$ cat src/rtl/return_stack.sv
// Parametrised LIFO return-address stack with full/empty/count status,
// sticky overflow/underflow flags, push+pop replace and selectable full policy.
module return_stack #(
    parameter int WIDTH       = 10,
    parameter int DEPTH       = 16,
    parameter int INC_ON_PUSH = 1,
    parameter int OVF_MODE    = 0
) (
    input  logic                       clk,
    input  logic                       reset,
    input  logic                       push,
    input  logic                       pop,
    input  logic                       clr_err,
    input  logic [WIDTH-1:0]           din,
    output logic [WIDTH-1:0]           dout,
    output logic                       empty,
    output logic                       full,
    output logic [$clog2(DEPTH+1)-1:0] count,
    output logic                       overflow,
    output logic                       underflow
);

    localparam int CW = $clog2(DEPTH + 1);
    localparam int PW = (DEPTH > 1) ? $clog2(DEPTH) : 1;

    logic [WIDTH-1:0] mem [DEPTH];
    logic [PW-1:0]    top, top_nxt, top_inc, top_dec, wr_idx;
    logic [CW-1:0]    cnt, cnt_nxt;
    logic [WIDTH-1:0] inc_val, wr_val;
    logic             is_full, is_empty, wr_en, set_ovf, set_unf;
    logic             ovf_q, unf_q;

    assign inc_val  = (INC_ON_PUSH != 0) ? WIDTH'(1) : '0;
    assign wr_val   = din + inc_val;
    assign is_full  = (cnt == CW'(DEPTH));
    assign is_empty = (cnt == '0);

    // Explicit wrap compares keep the pointer valid for non-power-of-two depths.
    assign top_inc = (top == PW'(DEPTH - 1)) ? '0 : top + PW'(1);
    assign top_dec = (top == '0) ? PW'(DEPTH - 1) : top - PW'(1);

    always_comb begin
        top_nxt = top;
        cnt_nxt = cnt;
        wr_en   = 1'b0;
        wr_idx  = top;
        set_ovf = 1'b0;
        set_unf = 1'b0;
        case ({push, pop})
            2'b11: begin
                wr_en = 1'b1;
                if (is_empty) begin
                    wr_idx  = top_inc;
                    top_nxt = top_inc;
                    cnt_nxt = CW'(1);
                    set_unf = 1'b1;
                end
            end
            2'b10: begin
                if (!is_full) begin
                    wr_en   = 1'b1;
                    wr_idx  = top_inc;
                    top_nxt = top_inc;
                    cnt_nxt = cnt + CW'(1);
                end else begin
                    set_ovf = 1'b1;
                    if (OVF_MODE != 0) begin
                        // Advancing top lands on the oldest slot, overwriting it.
                        wr_en   = 1'b1;
                        wr_idx  = top_inc;
                        top_nxt = top_inc;
                    end
                end
            end
            2'b01: begin
                if (!is_empty) begin
                    top_nxt = top_dec;
                    cnt_nxt = cnt - CW'(1);
                end else begin
                    set_unf = 1'b1;
                end
            end
            default: ;
        endcase
    end

    always_ff @(posedge clk) begin
        if (reset) begin
            top   <= PW'(DEPTH - 1);
            cnt   <= '0;
            ovf_q <= 1'b0;
            unf_q <= 1'b0;
        end else begin
            top   <= top_nxt;
            cnt   <= cnt_nxt;
            ovf_q <= set_ovf | (ovf_q & ~clr_err);
            unf_q <= set_unf | (unf_q & ~clr_err);
        end
    end

    always_ff @(posedge clk) begin
        if (!reset && wr_en) begin
            mem[wr_idx] <= wr_val;
        end
    end

    assign dout      = is_empty ? '0 : mem[top];
    assign empty     = is_empty;
    assign full      = is_full;
    assign count     = cnt;
    assign overflow  = ovf_q;
    assign underflow = unf_q;

endmodule
$ cat config.mk
export PLATFORM = sky130hd
export DESIGN_NAME = return_stack
export DESIGN_NICKNAME = d
export VERILOG_FILES = /design/src/rtl/return_stack.sv
export SDC_FILE = /design/constraint.sdc
export NUM_CORES = 1
export LEC_CHECK = 0
export CAP_MARGIN = 20
export CORE_ASPECT_RATIO = 1.1
export CORE_MARGIN = 3
export CORE_UTILIZATION = 50
export CTS_BUF_LIST = sky130_fd_sc_hd__clkbuf_8
export DETAILED_ROUTE_END_ITERATION = 10
export PLACE_DENSITY = 0.68
export SETUP_SLACK_MARGIN = 0.05
export SYNTH_ARGS = -nofsm -noshare
export SYNTH_HDL_FRONTEND = slang
export SYNTH_SLANG_ARGS = --single-unit
$ cat constraint.sdc
create_clock -name clk -period 4.7 [get_ports clk]
set_input_delay 1.41 -clock clk [delete_from_list [all_inputs] [get_ports clk]]
set_output_delay 1.41 -clock clk [all_outputs]
set_load 0.02 [all_outputs]
* Word level (Yosys, flattened, before mapping)
Memories as Yosys holds them, arrays and structs flattened. A register that Yosys moved wholly into a read port is not among the register bits.
Index checks and enable logic that the tools add are counted.
** Storage, ports and cells
- Flip-flop bits (word level) :: 11
- Bits in latches :: 0
- RAM bits :: 160
- Bits in read-only memories :: 0
- Input port bits :: 15
- Output and inout bits :: 19
- Logic and storage cells :: 53
- Memories :: 1
** Memories
- mem :: words 16, bits a word 10, read ports 1, clocked after memory_dff 1, wr ports 1, line 26 : logic [WIDTH-1:0] mem [DEPTH];
** Operators by class
- $add $sub $neg :: 5
- Multiply operators :: 0
- Div/mod/pow operators :: 0
- Magnitude comparators :: 0
- Equal/unequal tests :: 8
- Shifts and indexed selects :: 0
- Mux-type cells :: 22
- Bitwise gates (word level) :: 5
- Reduce and logical (&&, ||, !) cells :: 8
** Operators by type and width (number)
- $mux W4 :: 7
- $mux W5 :: 3
- $pmux W5 S3 :: 1
- $pmux W4 S3 :: 1
- $add A10 B1 Y10 const B :: 1
- $mux W10 :: 1
- $pmux W4 S2 :: 1
- $mux W1 :: 7
- $ne A2 B2 Y1 const B :: 3
- $add A5 B1 Y5 const B :: 1
- $eq A5 B5 Y1 const B :: 1
- $logic_not A5 Y1 :: 1
- $sub A5 B1 Y5 const B :: 1
- $add A4 B1 Y4 const B :: 1
- $eq A2 B2 Y1 const B :: 2
- $eq A4 B4 Y1 const B :: 1
- $logic_not A4 Y1 :: 1
- $reduce_and A4 Y1 :: 1
- $sub A4 B1 Y4 const B :: 1
- $reduce_bool A3 Y1 :: 1
- $and A1 B1 Y1 :: 2
- $eq A2 B1 Y1 const B :: 1
- $or A1 B1 Y1 :: 2
- $pmux W1 S2 :: 1
- other kinds (5) :: 5

* Longest topological paths before layout
Gate-level depths: netlist of the first run.
- Word-level depth :: 6
- Depth in mapped cells :: 10
- Depth with buffers taken out :: 9

* Least setup slack after synthesis of the first run
No wires, ideal clock.
- Path kind :: input -> register
- Start point :: input pop
- End point :: memory mem[3][0], enable pin
- Setup time :: 390 ps
- Arrival :: 3391 ps
- Setup slack :: 919 ps
- Stages on the path :: 9
- Cell sequence :: inv_1 -> ha_1 -> buf_2 -> or2_2 -> buf_1 -> o211a_4 -> o32ai_4 -> o211ai_2 -> nor3_1
** Between the ends
- Longest elaborated chain between the ends :: 5
** Ends and longest elaborated chain
- from (decl) :: line 12 : input logic pop,
- $eq A2 B2 Y1 :: line 49 : case ({push, pop})
- $pmux W1 S2 :: line 49
- $logic_and A1 B1 Y1 :: line 102 : if (!reset && wr_en) begin
- $mux W1 :: line 102
- $mux W1 (not written as such) :: line 103 : mem[wr_idx] <= wr_val;
- to (decl) :: line 26
Parallel ways exist; a longest one is shown, timed or not.

==> run metrics, run 1 <==
outcome=complete, no violations; DRT Pass-1 Iters=5; PwrDens=414 mW/mm2; vias in the first global route=4236; postcts setup bufs=0; CTS resizes=0; Worst-Margin Slew=760 ps; hold_buf cts=0; clock buffer depth=2; Synth area leaders=edfxtp_1 (63%), mux4_2 (15%), dfxtp_1 (3.9%); CP max FO=40; Placement Cell Area=0.00833 mm2; I/O pin cnt=34; share of flip-flops with an asynchronous set or reset=0%; clock edge transition at the registers on the reported setup and hold paths=90 ps; Core Rows=46; final worst slack=318 ps; initial drt markers=495; Switch Pwr=988 uW; Worst setup SP type=flop; CTS Sinks=175; mapped cell area=0.00764 mm2; dpl hpwl=10300 um; Synth Warn #=0; post-route ant nets=0; Total Die Area=0.0168 mm2; share of the synthesized area in the top cell type=62.9%; port buffer count=33; clock skew=13.7 ps; Worst Setup End Kind=output port; post-synth top area cell=edfxtp_1; Final Hold Viols=0; # H-tree levels=4; Final Net Count=516; via count=4200; Hold Slack=478 ps; largest net degree at the start of global routing=41; sequential fraction of the synthesis area=66.8%; final setup violation count=0; Leak=2.89 nW; Routability Congestion=0.848; Setup TNS=0 ps; Hold Path Class=flop to flop; share of cells above drive strength 1=24.7%; Critical Path RT=3290 ps; Core Footprint=0.0147 mm2; fillcell total=1132; Mapped Cells=437; n_diodes=0; RSZ-0062 raised after global routing=false; Setup WS pre-CTS=654 ps; Top FF cell, synth=edfxtp_1; flop and latch count out of synthesis=175; count leader, synth=edfxtp_1; Die Width=124 um; headroom to the max-slew limit=49.1%; Synth cell types=60; IR Drop Worst-Case VDD=0.000204 V; period utilisation layout=93.2%; Int Power=2.62 mW; Avg Synthesized Cell Area=17.5 um2; GRT overflow=0; GRT Total Usage=20.1%; Starting Density=52.1%; Max Cap Viol=0; worst-skew pair later-pin latency=450 ps; crit path kind=flop to output port; Comb pwr share=22.4%; Post-synth EDFFs=160; TritonCTS Buffers=17; Clock Power Share=26.7%; first-pass GRT wire length=24500 um; FMAX=0.228 GHz; Die Y=136 um; max-slew violations=0; routed len/inst=22.5 um; top cells by count, synth=edfxtp_1 (160), mux4_2 (50), a21oi_1 (18), nor2_1 (17); switching share of power=27.4%; TritonCTS clock tree=done; vias per cell=6.04; syn nets=462; sequential power share=50.9%; design area=0.00871 mm2; fin crit period=4380 ps; DRC Markers=0; antenna violations before repair=1; Arr. time, crit path=2970 ps; Routed WL=15600 um; clk root buf=clkbuf_8; synthesis-to-layout area growth=14.0%
-- placed cells by master, fill, tap and decap left out, drive strengths merged, types with 3 or more instances in the layout --
cell type      count
mux4              50
ha                 9
inv               15
o31ai              5
a311oi             3
o21ai              6
edfxtp           160
and3               6
nor2b             14
nor3              12
nor2              19
clkbuf            17
dfxtp             15
clkinvlp           3
o211ai             4
clkdlybuf4s50     33
nand2             10
nand3             16
clkinv             8
xnor2              7
or4                4
buf               28
nand2b             3
a21oi             18
-- worst paths after layout --
kind | start | depth (start not counted) | slack, ps | to
max | flop | 5 | 320 | dout[5]
min | overflow$_SDFF_PP0_ | 2 | 480 | overflow$_SDFF_PP0_
max reg2reg | top[0]$_SDFFE_PP1N_ | 7 | 1750 | mem[5][7]$_DFFE_PP_
min reg2reg | overflow$_SDFF_PP0_ | 2 | 480 | overflow$_SDFF_PP0_
-- cell type report --
cell class / instances / area (um2) / area share [%]
repair buffers: 61 / 566 / 6.50
clock buffers: 17 / 234 / 2.69
well taps: 192 / 240 / 2.76
flip-flops and latches: 175 / 5110 / 58.7
inverters: 14 / 57.6 / 0.661
multi-input cells: 222 / 2370 / 27.2
clock inverters: 14 / 129 / 1.48
-- per-layer routing --
layer / global-route usage [%] / wire length (um) / up-vias
met5: 0 / 13 / -
met4: 6.28 / 277 / 2
met3: 4.47 / 1070 / 27
met2: 31.6 / 7660 / 169
met1: 28.3 / 6610 / 2122
li1: - / - / 1880
-- power groups by stage --
stage | clock, mW | sequential [mW] | combinational, mW
4_1_cts | 0.995 | 1.83 | 0.817
2_1_floorplan | 0 | 1.84 | 0.581
5_1_grt | 1.05 | 1.84 | 0.876
6_report | 0.964 | 1.83 | 0.809
3_5_place_dp | 0 | 1.87 | 0.815
3_3_place_gp | 0 | 1.87 | 0.807
-- kinds of logic (layout without fill, tap and decap cells) --
kind of cell | count (synthesis) | count (layout) | synth area share, %
buffers and inverters | 40 | 106 | 2.23
DFF | 175 | 175 | 66.8
and+or+nand+nor | 93 | 93 | 7.11
muxes | 51 | 51 | 14.9
xor gates and xnor gates | 9 | 9 | 1.03
AOI/OAI and AO/OA | 59 | 59 | 6.21
adders and majority gates | 10 | 10 | 1.74
-- critical path, cell delays in order (launching register included) --
cell,delay (ps)
dfxtp_2,350
buf_12,280
mux4_2,590
mux4_2,530
nor2b_1,160
clkdlybuf4s50_1,550
-- registers in the layout, indices dropped and copies added (netlist names), named ones only --
signal / cells
overflow: 1
top: 4
mem: 160
count: 5
underflow: 1
-- metrics by stage --
step	util (%)	total power, mW	cells
2_1_floorplan	-	2.42	437
3_3_place_gp	56.7	2.68	663
3_5_place_dp	56.7	2.69	663
4_1_cts	59.2	3.65	694
5_1_grt	59.3	3.77	695
6_report	59.3	3.61	695
Power figures use the tool's default switching activity.
==> inputs of run 2 (changes only) <==
--- a/config.mk
+++ b/config.mk
@@ -9,7 +9,7 @@
 export CORE_ASPECT_RATIO = 1.1
 export CORE_MARGIN = 3
 export CORE_UTILIZATION = 50
-export CTS_BUF_LIST = sky130_fd_sc_hd__clkbuf_8
+export CTS_BUF_LIST = sky130_fd_sc_hd__clkbuf_8 sky130_fd_sc_hd__clkbuf_16
 export DETAILED_ROUTE_END_ITERATION = 10
 export PLACE_DENSITY = 0.68
 export SETUP_SLACK_MARGIN = 0.05
==> run metrics, run 2 (same netlist as run 1, synthesis figures left out) <==
clock buffer depth=2 (unchanged); Hold Slack=474 ps (was 478 ps); Final Net Count=516 (unchanged); GRT overflow=0 (unchanged); worst-skew pair later-pin latency=430 ps (was 450 ps); TritonCTS clock tree=done (unchanged); post-placement cell count=663 (unchanged); Critical Path Most Common Cell=mux4_2 (unchanged); Tot Pwr=3.97 mW (was 3.61 mW); antenna violations before repair=0 (was 1); Routability Congestion=0.848 (unchanged); Total Die Area=0.0168 mm2 (unchanged); Critical Path RT=3290 ps (about the same); Arr. time, crit path=2950 ps (was 2970 ps); CTS Sinks=175 (unchanged); n_diodes=0 (unchanged); final setup violation count=0 (unchanged); commonest non-fill, non-tap cell in the layout=edfxtp_1 (unchanged); DRT Pass-1 Iters=5 (unchanged); Starting Density=52.1% (unchanged); Setup TNS=0 ps (unchanged); Hold Path Class=flop to flop (unchanged); fillcell total=1106 (was 1132); # H-tree levels=4 (unchanged); Most flops, register=mem (unchanged); TritonCTS Buffers=17 (unchanged); Leak=2.98 nW (was 2.89 nW); CP max FO=40 (unchanged); largest net degree at the start of global routing=41 (unchanged); DRC Markers=0 (unchanged); IR Drop Worst-Case VDD=0.000238 V (was 0.000204 V); max reg flops=160 (unchanged); via count=4195 (was 4200); Final Hold Viols=0 (unchanged); hold_buf cts=0 (unchanged); synthesis-to-layout area growth=16.5% (was 14.0%); Non-Filler Instances=695 (unchanged); Worst setup SP type=flop (unchanged); initial drt markers=462 (was 495); routed len/inst=22.6 um (was 22.5 um); CP max stage cell=mux4_2 (unchanged); period utilisation layout=92.7% (was 93.2%); Cell Chain, Critical Path=buf_12 -> mux4_2 -> mux4_2 -> nor2b_1 -> clkdlybuf4s50_1 (unchanged); PwrDens=446 mW/mm2 (was 414 mW/mm2); postcts setup bufs=0 (unchanged); Worst-Margin Slew=745 ps (was 760 ps); I/O pin cnt=34 (unchanged); dpl hpwl=10300 um (unchanged); clock edge transition at the registers on the reported setup and hold paths=60 ps (was 90 ps); CTS resizes=0 (unchanged); crit path kind=flop to output port (unchanged); Routed WL=15700 um (was 15600 um); clk root buf=clkbuf_16 (was clkbuf_8); commonest non-fill, non-tap cells in the layout=edfxtp_1 (160), mux4_2 (50), clkdlybuf4s50_1 (33) (unchanged); utilization after layout=60.6% (was 59.3%); vias in the first global route=4214 (was 4236); max-slew violations=0 (unchanged); Worst Setup End Kind=output port (unchanged); clock skew=9.22 ps (was 13.7 ps); post-route ant nets=0 (unchanged); share of cells above drive strength 1=24.7% (unchanged); Die Y=136 um (unchanged); FMAX=0.230 GHz (was 0.228 GHz); Max Cap Viol=0 (unchanged); headroom to the max-slew limit=50.1% (was 49.1%); outcome=complete, no violations (unchanged); Core Rows=46 (unchanged); first-pass GRT wire length=24600 um (was 24500 um); Die Width=124 um (unchanged); RSZ-0062 raised after global routing=false (unchanged); GRT Total Usage=20.4% (was 20.1%); vias per cell=6.04 (about the same); port buffer count=33 (unchanged); fin crit period=4360 ps (was 4380 ps); Max stage delay on crit path=590 ps (about the same); Core Footprint=0.0147 mm2 (unchanged)
run 2: cell count changes in the layout (fill, tap and decap cells not counted):
cell / delta
clkbuf_16: +17
clkbuf_8: -17
run 2: cell type report:
type	count	area [um2]	share of cell area, %
clock buffers	17	425	4.78
multi-input cells	222	2370	26.7
inverters	14	57.6	0.647
clock inverters	14	129	1.45
repair buffers	61	566	6.36
flip-flops and latches	175	5110	57.4
well taps	192	240	2.70
run 2: report_power, final:
group	switching (mW)	leakage, nW	internal (mW)
Sequential	0.0609	1.57	1.78
Clock	0.551	0.270	0.768
Combinational	0.423	1.14	0.388
Total	1.03	2.98	2.93
run 2: worst paths after layout:
kind / startpoint / endpoint / slack, ps / depth (start not counted)
max reg2reg: top[0]$_SDFFE_PP1N_ / mem[5][7]$_DFFE_PP_ / 1760 / 7
min: overflow$_SDFF_PP0_ / overflow$_SDFF_PP0_ / 470 / 2
min reg2reg: overflow$_SDFF_PP0_ / overflow$_SDFF_PP0_ / 470 / 2
max: flop / dout[5] / 340 / 5
run 2: critical path: cells and delay by family (launching register included):
family                 cells  cell delay [ps]
muxes                      2             1120
DFF                        1              340
and+or+nand+nor            1              160
buffers and inverters      2              830
run 2: routing by layer:
metal	wire, um	up-vias	track usage (%)	share of wire [%]
li1	-	1876	-	-
met3	1040	17	5.22	6.6
met5	0	-	0	0
met2	7780	149	31.7	49
met4	172	0	5.97	1.1
met1	6740	2153	28.7	43
run 2: per-stage QoR:
stage / setup WS [ps] / cell area [um2]
detailed placement: 654 / 8330
global route: 236 / 8900
global placement: 763 / 8330
finish: 345 / 8900
floorplan: 919 / 7640
CTS: 327 / 8880
